**src/rtl/fir3_top.sv**
```systemverilog
// Three-tap direct-form FIR on signed samples with runtime coefficients.
// One sample per clock; y is registered, so h0*x appears one edge after x is captured.
module fir3_top #(
  parameter int W  = 32,
  parameter int XW = 16
) (
  input  logic          CLK,
  input  logic          rst,
  input  logic [XW-1:0] h0,
  input  logic [XW-1:0] h1,
  input  logic [XW-1:0] h2,
  input  logic [XW-1:0] x,
  output logic [W-1:0]  y
);

  localparam int PW = 2 * XW;
  localparam int SW = PW + 2;

  logic [XW-1:0] d0_q, d1_q, d2_q;
  logic [XW-1:0] d0_d, d1_d, d2_d;
  logic [W-1:0]  y_q, y_d;

  logic signed [PW-1:0] p0, p1, p2;
  logic signed [SW-1:0] sum;

  // Operands are sign-extended to full product width so the multiply is exact.
  assign p0 = $signed({{XW{h0[XW-1]}}, h0}) * $signed({{XW{d0_q[XW-1]}}, d0_q});
  assign p1 = $signed({{XW{h1[XW-1]}}, h1}) * $signed({{XW{d1_q[XW-1]}}, d1_q});
  assign p2 = $signed({{XW{h2[XW-1]}}, h2}) * $signed({{XW{d2_q[XW-1]}}, d2_q});

  assign sum = SW'(p0) + SW'(p1) + SW'(p2);

  // Narrower outputs wrap, wider ones sign-extend the exact sum.
  assign y_d  = W'(sum);
  assign d0_d = x;
  assign d1_d = d0_q;
  assign d2_d = d1_q;

  always_ff @(posedge CLK or negedge rst) begin
    if (!rst) begin
      d0_q <= '0;
      d1_q <= '0;
      d2_q <= '0;
      y_q  <= '0;
    end else begin
      d0_q <= d0_d;
      d1_q <= d1_d;
      d2_q <= d2_d;
      y_q  <= y_d;
    end
  end

  assign y = y_q;

endmodule

```
**config.mk**
```make
export PLATFORM = sky130hd
export DESIGN_NAME = fir3_top
export DESIGN_NICKNAME = d
export VERILOG_FILES = /design/src/rtl/fir3_top.sv
export SDC_FILE = /design/constraint.sdc
export NUM_CORES = 2
export LEC_CHECK = 0
export CAP_MARGIN = 20
export CORE_MARGIN = 2
export CORE_UTILIZATION = 55
export DETAILED_ROUTE_END_ITERATION = 6
export PLACE_DENSITY = 0.73
export SETUP_SLACK_MARGIN = 0.15
export SLEW_MARGIN = 10
export SYNTH_ARGS = -nofsm -noshare
export SYNTH_HDL_FRONTEND = slang
export SYNTH_SLANG_ARGS = --single-unit
```
**constraint.sdc**
```tcl
create_clock -name CLK -period 20.5 [get_ports CLK]
set_input_delay 3.075 -clock CLK [delete_from_list [all_inputs] [get_ports CLK]]
set_output_delay 3.075 -clock CLK [all_outputs]
set_load 0.1 [all_outputs]
```
==> results.py <==
metrics = {
    "final_layout": {
        "finalNetCount": 4484,
        "fin_util_pct": 59.1,
        "antenna_cells": 0,
        "final_common_cell": "inv_1",
        "drive_gt1_share_pct": 1.59,
        "final_cell_mix": "1,044 x inv_1, 899 x fa_1, 382 x nand2_1, 345 x and2_1, 196 x ha_1",
        "syn_to_final_growth_pct": 6.44,
    },
    "worst_setup_path": {
        "critPathKind": "input pin to flop",
        "worst_ep_arrival_time_ns": 11.36,
        "ff2ff_path_depth": 24,
        "crit_buf_inv": 6,
        "cp_top_family": "adder cells",
        "max_stage_delay_ns": 0.86,
        "end_kind": "flop",
        "path_max_fanout": 16,
        "cp_common_cell": "fa_1",
        "timing.rr.end": "y[29]",
        "reg2reg_from": "d1_q[7]",
        "crit_slowest_cell": "clkdlybuf4s50_1",
        "start_kind": "input pin",
        "rrSetupSlack_ns": 12.36,
        "required_ns": 20.84,
    },
    "placement": {
        "port_buffers": 97,
        "gp_congestion": 0.903,
        "place_hpwl_um": 64800,
        "pre_cts_ws_ns": 8.78,
    },
    "clock_network": {
        "postCtsSetupBuffers": 0,
        "cts_buffers": 9,
        "root_buffer": "clkbuf_16",
        "clock-sinks": 80,
        "h-tree-depth": 3,
        "cts_tree": "built",
        "clkLatencyLatePin_ns": 0.41,
        "cts.clk_slew.worst_paths_ns": 0.09,
        "holdBufCountCts": 0,
        "clk_path_buf_depth": 2,
        "cts_resized": 0,
    },
    "die": {
        "dieArea_um2": 60100,
        "core_um2": 57600,
        "die_w_um": 245,
        "io_pins": 98,
        "die-height_um": 245,
        "rows": 88,
        "start_util_pct": 55.5,
    },
    "grt": {
        "antenna_found_initial": 2,
        "grtUsageTotal_pct": 27.1,
        "grt_pass1_wl_um": 124000,
        "grt_pass1_vias": 23100,
        "grt_remaining_overflow": 0,
        "grt_max_degree": 58,
    },
    "yosys": {
        "yosys.area_share.adder_pct": 64.0,
        "synth_flop_cell": "dfrtp_1",
        "yosys-top-cells-area": "fa_1 56%, inv_1 12%, ha_1 7.7%, and2_1 6.7%, dfrtp_1 6.3%",
        "yosys_warnings": 0,
        "muxShareOfSynthArea_pct": 0.0313,
        "yosys.area_share.simple_pct": 13.1,
        "synth_top_family_by_area": "adder cells",
        "synth_seq_cells": 80,
        "yosysTopAreaCell": "fa_1",
        "netlist.area_leader.share_pct": 56.3,
        "ys_seq_area_share_pct": 6.26,
        "syn_area_um2": 32000,
        "syn_nets": 4449,
        "async_reset_ff_share_pct": 100,
        "yosysUniqueCellTypes": 48,
        "synth_compound_gate_area_share_pct": 1.56,
        "synth-edff-count": 0,
        "syn_inst": 3288,
        "synthXorXnorAreaFrac_pct": 1.70,
        "avgSynthCellArea_um2": 9.73,
    },
    "routing": {
        "drt_wl_total_um": 73800,
        "wl_met3_um": 5970,
        "highest_layer": "met4",
        "drc": 0,
        "final_antenna_net_count": 0,
        "wl_met2_um": 34300,
        "wl_per_cell_um": 18.0,
        "via_per_inst": 5.08,
        "vias": 20800,
        "drt_iter0_markers": 1182,
        "drt-pass1-iter-count": 5,
        "wl_met1_um": 32300,
    },
    "hold_path": {
        "min_to": "d2_q[8]",
        "min_from": "d1_q[8]",
        "hold_path_class": "flop to flop",
        "worstHoldPathCells": 1,
    },
    "run": {
        "maxCapViolCount": 0,
    },
    "sta": {
        "hold_viol_final": 0,
        "whs_ns": 0.659,
        "tightest_slew_ns": 1.01,
        "timing.slew.headroom_pct": 32.5,
        "clock_skew_ns": 0.0226,
        "min_period_ns": 11.02,
        "rsz0062_at_grt": "no",
        "fmax_mhz": 90.7,
        "maxSlewViolCount": 0,
        "finalSetupViolCount": 0,
        "fin_ws_ns": 9.48,
        "fin_crit_sh_pct": 53.8,
        "fin_setup_tns_ns": 0,
    },
    "status": {
        "status": "finished, final reports clean",
    },
}
==> worst max path at each step <==
stage | from | endpoint | slack (ns) | cells after the start
global placement | h2[15] | y[31] | 8.89 | 25
floorplan | h2[15] | y[29] | 10.15 | 25
CTS | h2[15] | y[26] | 9.23 | 25
global route | h2[15] | y[31] | 9.08 | 25
finish | h2[15] | y[31] | 9.48 | 25
detailed placement | h2[15] | y[26] | 8.78 | 25
==> routing by layer <==
layer  vias up  track usage [%]
li1       9151                -
met1     10900             39.0
met2       663             42.8
met3        68             5.90
met4         0             5.38
met5         -                0
==> synthesized netlist by cell type (all sizes together) (4+ instances only) <==
library cell and instances:
a21oi 22, xor2 10, nor3 10, fa 899, xnor2 52, inv 1044
and2 346, nor2 34, clkbuf 95, o21a 6, nand4 4, nand3 8
nand2 382, nor2b 14, o21bai 6, nand2b 31, a21o 6, o21ai 13
dfrtp 80, ha 196
==> layout make-up <==
class                           count  area, um^2
Multi-Input combinational cell   2066       25700
Fill cell                        4808       23500
Inverter                         1044        3920
Sequential cell                    80        2000
Timing Repair Buffer              122        1160
Tap cell                          765         957
Clock buffer                        9         225
Clock inverter                      7        83.8
==> stage by stage <==
stage | instance area [um^2] | std cells
final | 34000 | 4093
after global routing | 34000 | 4093
after CTS | 34000 | 4092
after detailed placement | 33700 | 4076
after global placement | 33700 | 4076
after floorplan | 32000 | 3288
==> registers in the layout, summed over array words and instances, names as in the netlist <==
signal	flops
y	32
d0_q	16
d1_q	16
d2_q	16
==> cell families (layout without fill, tap and decap cells) <==
logic type                 after synthesis  after routing
buffers and inverters                 1142           1182
xor gates and xnor gates                62             62
muxes                                    1              1
DFF                                     80             80
AOI/OAI and AO/OA                       71             71
adders and majority gates             1095           1095
and+or+nand+nor                        837            837
Power is left out: the tool's default activity adds up to more than one toggle a clock period on the data nets, which glitch-free logic cannot reach.
